[src/rtl/seq_hit_monitor_pkg.sv]
// Shared types and defaults for the sequence-hit monitor.
// Optional timestamp feature is enabled by defining SEQ_HIT_MON_TS_EN.
package seq_mon_pkg;

  typedef enum logic [0:0] {
    IDLE = 1'b0,
    RUN  = 1'b1
  } state_t;

  localparam int DEF_CNT_W   = 8;
  localparam int DEF_TOT_W   = 16;
  localparam int DEF_WIN_LEN = 64;
  localparam int DEF_THRESH  = 4;

  // Width of the window timer; it only has to reach WIN_LEN-1.
  function automatic int tmr_width(input int win_len);
    return (win_len < 2) ? 1 : $clog2(win_len);
  endfunction

endpackage

[src/rtl/seq_hit_monitor_if.sv]
// Snapshot handshake bundle.
// Valid/ready: a transfer happens on every rising clk edge where snap_valid
// and snap_ready are both high; the producer holds snap_data stable while
// snap_valid is high and the transfer has not yet happened; snap_ready
// while snap_valid is low has no effect.
import seq_mon_pkg::*;

interface seq_hit_monitor_if #(
  parameter int CNT_W = DEF_CNT_W
);
  logic [CNT_W-1:0] snap_data;
  logic             snap_valid;
  logic             snap_ready;

  modport master (output snap_data, output snap_valid, input snap_ready);
  modport slave  (input snap_data, input snap_valid, output snap_ready);
endinterface

[src/rtl/seq_hit_monitor_sat_counter.sv]
// Saturating up-counter with synchronous reset and clear.
// Clear beats increment; the value sticks at all-ones.
module sat_counter #(
  parameter int W = 8
) (
  input  logic         clk,
  input  logic         rst,
  input  logic         i_inc,
  input  logic         i_clr,
  output logic [W-1:0] o_value
);

  logic [W-1:0] r_value;

  // Count up, holding at all-ones; rst and clear both return to zero.
  always_ff @(posedge clk) begin
    if (rst || i_clr) begin
      r_value <= '0;
    end else if (i_inc && (r_value != {W{1'b1}})) begin
      r_value <= r_value + W'(1);
    end
  end

  assign o_value = r_value;

endmodule

[src/rtl/seq_hit_monitor.sv]
// Counts detector hits over fixed windows, publishes a per-window snapshot
// over a valid/ready bundle, raises a threshold alarm and keeps a saturating
// lifetime total. Define SEQ_HIT_MON_TS_EN to add a last-hit timestamp.
import seq_mon_pkg::*;

module seq_hit_monitor #(
  parameter int CNT_W   = DEF_CNT_W,
  parameter int TOT_W   = DEF_TOT_W,
  parameter int WIN_LEN = DEF_WIN_LEN,
  parameter int THRESH  = DEF_THRESH
) (
  input  logic              clk,
  input  logic              rst,
  input  logic              i_enable,
  input  logic              i_hit_in,
  input  logic              i_clr,
  seq_hit_monitor_if.master snap,
  output logic              o_overrun,
  output logic              o_alarm,
  output logic [TOT_W-1:0]  o_total_cnt,
`ifdef SEQ_HIT_MON_TS_EN
  output logic [31:0]       o_last_hit_ts,
  output logic              o_last_hit_ts_vld,
`endif
  output state_t            o_state
);

  localparam int TMR_W = tmr_width(WIN_LEN);

  state_t           r_state;
  logic [TMR_W-1:0] r_win_tmr;
  logic [CNT_W-1:0] r_snap_data;
  logic             r_snap_valid;
  logic             r_overrun;
  logic             r_alarm;

  logic             w_active;
  logic             w_hit;
  logic             w_win_end;
  logic             w_xfer;
  logic             w_overrun_set;
  logic [CNT_W-1:0] w_win_cnt;
  logic [CNT_W-1:0] w_final;

  // A cycle only counts while running and still enabled; a drop of enable
  // discards the current cycle together with the partial window.
  assign w_active      = (r_state == RUN) && i_enable;
  assign w_hit         = w_active && i_hit_in;
  assign w_win_end     = w_active && (r_win_tmr == TMR_W'(WIN_LEN - 1));
  assign w_xfer        = r_snap_valid && snap.snap_ready;
  assign w_overrun_set = w_win_end && r_snap_valid && !snap.snap_ready;
  assign w_final       = (w_hit && (w_win_cnt != {CNT_W{1'b1}})) ?
                         (w_win_cnt + CNT_W'(1)) : w_win_cnt;

  // The window-end hit is folded into w_final, so the counter just restarts.
  sat_counter #(.W(CNT_W)) u_win_cnt (
    .clk     (clk),
    .rst     (rst),
    .i_inc   (w_hit && !w_win_end),
    .i_clr   (!w_active || w_win_end),
    .o_value (w_win_cnt)
  );

  sat_counter #(.W(TOT_W)) u_total_cnt (
    .clk     (clk),
    .rst     (rst),
    .i_inc   (w_hit),
    .i_clr   (i_clr),
    .o_value (o_total_cnt)
  );

  // Control FSM, window timer and registered snapshot/alarm/overrun outputs.
  always_ff @(posedge clk) begin
    if (rst) begin
      r_state      <= IDLE;
      r_win_tmr    <= '0;
      r_snap_data  <= '0;
      r_snap_valid <= 1'b0;
      r_overrun    <= 1'b0;
      r_alarm      <= 1'b0;
    end else begin
      case (r_state)
        IDLE: begin
          r_win_tmr <= '0;
          if (i_enable) r_state <= RUN;
        end
        RUN: begin
          if (!i_enable) begin
            r_state   <= IDLE;
            r_win_tmr <= '0;
          end else if (w_win_end) begin
            r_win_tmr <= '0;
          end else begin
            r_win_tmr <= r_win_tmr + TMR_W'(1);
          end
        end
        default: begin
          r_state   <= IDLE;
          r_win_tmr <= '0;
        end
      endcase

      if (w_win_end) begin
        r_alarm <= (w_final >= CNT_W'(THRESH));
        if (!r_snap_valid || snap.snap_ready) begin
          r_snap_data  <= w_final;
          r_snap_valid <= 1'b1;
        end
      end else if (w_xfer) begin
        r_snap_valid <= 1'b0;
      end

      // A new overrun outranks a software clear in the same cycle.
      if (w_overrun_set) begin
        r_overrun <= 1'b1;
      end else if (i_clr) begin
        r_overrun <= 1'b0;
      end
    end
  end

  assign snap.snap_data  = r_snap_data;
  assign snap.snap_valid = r_snap_valid;
  assign o_overrun       = r_overrun;
  assign o_alarm         = r_alarm;
  assign o_state         = r_state;

`ifdef SEQ_HIT_MON_TS_EN
  logic [31:0] r_cyc_cnt;
  logic [31:0] r_last_ts;
  logic        r_last_ts_vld;

  // Free-running cycle counter and capture of the latest counted hit.
  always_ff @(posedge clk) begin
    if (rst) begin
      r_cyc_cnt     <= '0;
      r_last_ts     <= '0;
      r_last_ts_vld <= 1'b0;
    end else begin
      r_cyc_cnt <= r_cyc_cnt + 32'd1;
      if (w_hit) begin
        r_last_ts     <= r_cyc_cnt;
        r_last_ts_vld <= 1'b1;
      end
    end
  end

  assign o_last_hit_ts     = r_last_ts;
  assign o_last_hit_ts_vld = r_last_ts_vld;
`endif

endmodule

[src/flat_wrapper.sv]
// flat-port wrapper written by rule: the top's interface ports become plain ports
module seq_hit_monitor_flat 
#(
  parameter int CNT_W   = DEF_CNT_W,
  parameter int TOT_W   = DEF_TOT_W,
  parameter int WIN_LEN = DEF_WIN_LEN,
  parameter int THRESH  = DEF_THRESH
)
  (clk, rst, i_enable, i_hit_in, i_clr, o_overrun, o_alarm, o_total_cnt, o_state, snap_snap_data, snap_snap_valid, snap_snap_ready);
  seq_hit_monitor_if #(.CNT_W(CNT_W)) snap_i ();
  input  logic clk;
  input  logic rst;
  input  logic i_enable;
  input  logic i_hit_in;
  input  logic i_clr;
  output logic o_overrun;
  output logic o_alarm;
  output logic [TOT_W-1:0] o_total_cnt;
  output state_t o_state;
  output wire logic [$bits(snap_i.snap_data)-1:0] snap_snap_data;
  output wire logic [$bits(snap_i.snap_valid)-1:0] snap_snap_valid;
  input wire logic [$bits(snap_i.snap_ready)-1:0] snap_snap_ready;
  assign snap_snap_data = snap_i.snap_data;
  assign snap_snap_valid = snap_i.snap_valid;
  assign snap_i.snap_ready = snap_snap_ready;
  seq_hit_monitor #(.CNT_W(CNT_W), .TOT_W(TOT_W), .WIN_LEN(WIN_LEN), .THRESH(THRESH)) u_core (.clk(clk), .rst(rst), .i_enable(i_enable), .i_hit_in(i_hit_in), .i_clr(i_clr), .snap(snap_i), .o_overrun(o_overrun), .o_alarm(o_alarm), .o_total_cnt(o_total_cnt), .o_state(o_state));
endmodule
[config.mk]
export PLATFORM = sky130hd
export DESIGN_NAME = seq_hit_monitor_flat
export DESIGN_NICKNAME = d
export VERILOG_FILES = /design/src/rtl/seq_hit_monitor_pkg.sv /design/src/rtl/seq_hit_monitor_if.sv /design/src/rtl/seq_hit_monitor_sat_counter.sv /design/src/rtl/seq_hit_monitor.sv /design/src/flat_wrapper.sv
export SDC_FILE = /design/constraint.sdc
export NUM_CORES = 1
export LEC_CHECK = 0
export ABC_CLOCK_PERIOD_IN_PS = 4800
export CAP_MARGIN = 25
export CORE_UTILIZATION = 55
export CTS_CLUSTER_DIAMETER = 40
export DETAILED_ROUTE_END_ITERATION = 16
export MAX_ROUTING_LAYER = met4
export PLACE_DENSITY = 0.84
export SETUP_SLACK_MARGIN = 0.15
export SKIP_CTS_REPAIR_TIMING = 1
export SLEW_MARGIN = 40
export SYNTH_ARGS = -nofsm -noshare
export SYNTH_HDL_FRONTEND = slang
export SYNTH_HIERARCHICAL = 1
export SYNTH_SLANG_ARGS = --single-unit
[constraint.sdc]
create_clock -name clk -period 4.8 [get_ports clk]
set_clock_uncertainty 0.2 [all_clocks]
set_input_delay 0.48 -clock clk [delete_from_list [all_inputs] [get_ports clk]]
set_output_delay 0.48 -clock clk [all_outputs]
set_load 0.02 [all_outputs]
==> metrics.md <==
| Metric | Value |
|---|---|
| Synthesized area | `0.00223 mm^2` |
| Top cells by area, synth | `dfxtp_1 (38%), nor2_1 (5.2%), a21oi_1 (3.6%)` |
| Initial antenna violation count | `0` |
| Area Overhead vs Synth | `18.7%` |
| Die area | `0.00432 mm^2` |
| Synth area leader | `dfxtp_1` |
| Maxcap violations | `0` |
| Clock power share | `36.2%` |
| Die height | `65.7 um` |
| DRC errors left | `0` |
| CP startpoint kind | `input pin` |
| Req. time, crit path | `about 4800 ps` |
| Period Utilization, post-route | `49.1%` |
| Die Width | `roughly 66 um` |
| Register area share after synthesis | `37.7%` |
| Critical path peak fanout | `10` |
| Initial core utilization | `59.2%` |
| CP max stage delay | `510 ps` |
| Crit path DAT | `2340 ps` |
| Clock Path Buffers | `2` |
| First-pass GRT wire length | `8210 um` |
| Status | `completed` |
| IO Port Bufs | `33` |
| RD Place Congestion | `between 0.9 and 1` |
| Synth top area share | `37.7%` |
| Number of synthesized flops with an enable pin | `0` |
| First-pass detailed-route iteration total | `4` |
| CP Cell Sequence | `clkdlybuf4s50_1 > nand3_1 > inv_2 > nand4_1 > a211oi_1 > a31oi_1 > a41o_1` |
| Vias after detailed routing | `around 2000` |
| Post-Place Setup Slack | `2200 ps` |
| Row count | `22` |
| Syn Inst Count | `253` |
| Min-delay worst type | `flop to flop` |
| TNS Setup | `0 ps` |
| Congestion Overflow GR | `0` |
| Core ar. | `0.00377 mm^2` |
| Max-slew violations | `0` |
| H-Tree Level Count | `2` |
| Static leakage | `0.930 nW` |
| Avg Cell Area, Syn | `8.82 um^2` |
| Ports | `34` |
| PD cells | `219 mW/mm^2` |
| Final setup fails | `0` |
| Min Tclk post-route | `2360 ps` |
| Synth Register Bits | `42` |
| Post-synthesis cell type count | `56` |
| Placed Cells | `325` |
| Final ANT Viol Nets | `0` |
| Pin count of the biggest net entering global routing | `21` |
| Top_reg_cell synth | `dfxtp_1` |
| Switching power | `122 uW` |
| RSZ-0062 raised after global routing | `no` |
| Net switching fraction of the power | `21.1%` |
| Asr flop ratio synth | `0%` |
| DP Wirelength | `3340 um` |
| Share of power burned in combinational logic | `3.4%` |
| Synthesis warning total | `6` |
| # nets final | `294` |
| CTS tree | `built` |
| Sequential share of power | `60.4%` |
| Worst Setup Path Type | `input pin to flop` |
| Vias in the first global route | `1739` |
| CP max stage cell | `clkdlybuf4s50_1` |
| Clock-pin slew of the registers on the worst-case setup and hold paths | `70 ps` |
| Routed len/inst | `14.7 um` |
| Worst-margin pin slew | `699 ps` |
| CTS root buf | `clkbuf_8` |
| Vias per cell | `approximately 6.0` |
| Crit. End Element | `flop` |
| Internal | `457 uW` |
| Gr usage total | `25.6%` |
| CTS Sinks | `42` |
| Syn Nets | `263` |
| PnR worst setup slack | `2440 ps` |
| Worst IR Drop VDD | `0.000160 V` |
| Layout cells sized above 1 | `9.51%` |
| Final core occ | `70.3%` |
| Clock Latency Late Sink | `280 ps` |
| F_max | `425 MHz` |
| Commonest cells post-synth | `dfxtp_1 (42), nor2_1 (31), nand2_1 (19)` |
| Pwr Total | `slightly below 600 uW` |
| TritonCTS Buffers | `5` |
| Post-Route WL | `4890 um` |
| Count leader, synth | `dfxtp_1` |
| Slew margin rel. | `a little over half` |
| Hold Fails Final Rpt | `0` |
| Iteration-0 DRC Markers | `140` |
| Fin cells | `332` |
| N_diodes | `0` |
==> state kept, by name, summed over array words and instances, names as in the netlist <==
name	flops
u_core/o_alarm	1
u_core/o_overrun	1
u_core/o_state	1
u_core/r_win_tmr	6
u_core/snap.snap_data	8
u_core/snap.snap_valid	1
u_core/u_total_cnt/o_value	16
u_core/u_win_cnt/o_value	8
==> logic make-up (layout without fill, tap and decap cells) <==
group | count (synthesis) | after routing | synth area share [%]
AOI/OAI and AO/OA | 52 | 52 | 16.4
DFF | 42 | 42 | 37.7
muxes | 10 | 10 | 4.60
and+or+nand+nor | 119 | 119 | 31.4
adders and majority gates | 4 | 4 | 2.24
buffers and inverters | 14 | 45 | 3.03
xor gates and xnor gates | 12 | 12 | 4.71
==> worst paths after layout <==
check                           slack, ps                        endpoint                        start  cells after the start
worst max-delay path                 2440  u_core/u_total_cnt/o_value[10]                     i_hit_in                      7
worst min register to register        270             u_core/r_win_tmr[0]          u_core/r_win_tmr[0]                      1
worst min-delay path                  270             u_core/r_win_tmr[0]          u_core/r_win_tmr[0]                      1
worst max register to register       2590                  u_core/o_alarm  u_core/u_win_cnt/o_value[2]                      5
==> per-stage QoR <==
step | hold WS [ps] | area, um^2
final | 269 | 2650
after global routing | 281 | 2650
after CTS | 274 | 2650
after detailed placement | 262 | 2570
after global placement | 229 | 2570
after floorplan | 218 | 2230
==> metal layers <==
metal	track usage [%]	vias to the layer above	share of wire, %
li1	-	1001	-
met1	35.9	913	48
met2	35.5	83	45
met3	6.42	9	6.3
met4	8.42	0	1.2
met5	-	-	0
==> critical path: cells and delay by family <==
| family | cells | cell delay [ps] |
|---|---|---|
| and+or+nand+nor | 2 | 350 |
| buffers and inverters | 2 | 730 |
| AOI/OAI and AO/OA | 3 | 750 |
==> power groups by stage <==
stage / Clock [mW] / Combinational, mW / Sequential (mW)
6_report: 0.210 / 0.0198 / 0.350
5_1_grt: 0.233 / 0.0215 / 0.350
4_1_cts: 0.216 / 0.0197 / 0.350
3_5_place_dp: 0 / 0.0196 / 0.358
3_3_place_gp: 0 / 0.0194 / 0.358
2_1_floorplan: 0 / 0.0101 / 0.358
==> cell type report <==
type                       instances  area, um^2
clock buffer                       7        76.3
sequential                        42         841
timing repair buffer              33         330
tap                               48        60.1
inverter                           5        18.8
fill                             318        1120
multi-input combinational        197        1320
==> layout by cell type, fill, tap and decap left out, types with 4 or more instances in the layout <==
master,count
a211oi_1,4
a21oi_1,16
a31oi_1,8
a41o_1,4
and4_1,5
clkbuf_8,5
clkdlybuf4s50_1,33
dfxtp_1,42
ha_1,4
inv_1,4
mux2i_1,8
nand2_1,19
nand3_1,12
nand4_1,8
nor2_1,31
o21ai_0,6
or3_1,9
or4_1,4
xnor2_1,5
xor2_1,7
Power figures use the tool's default switching activity.
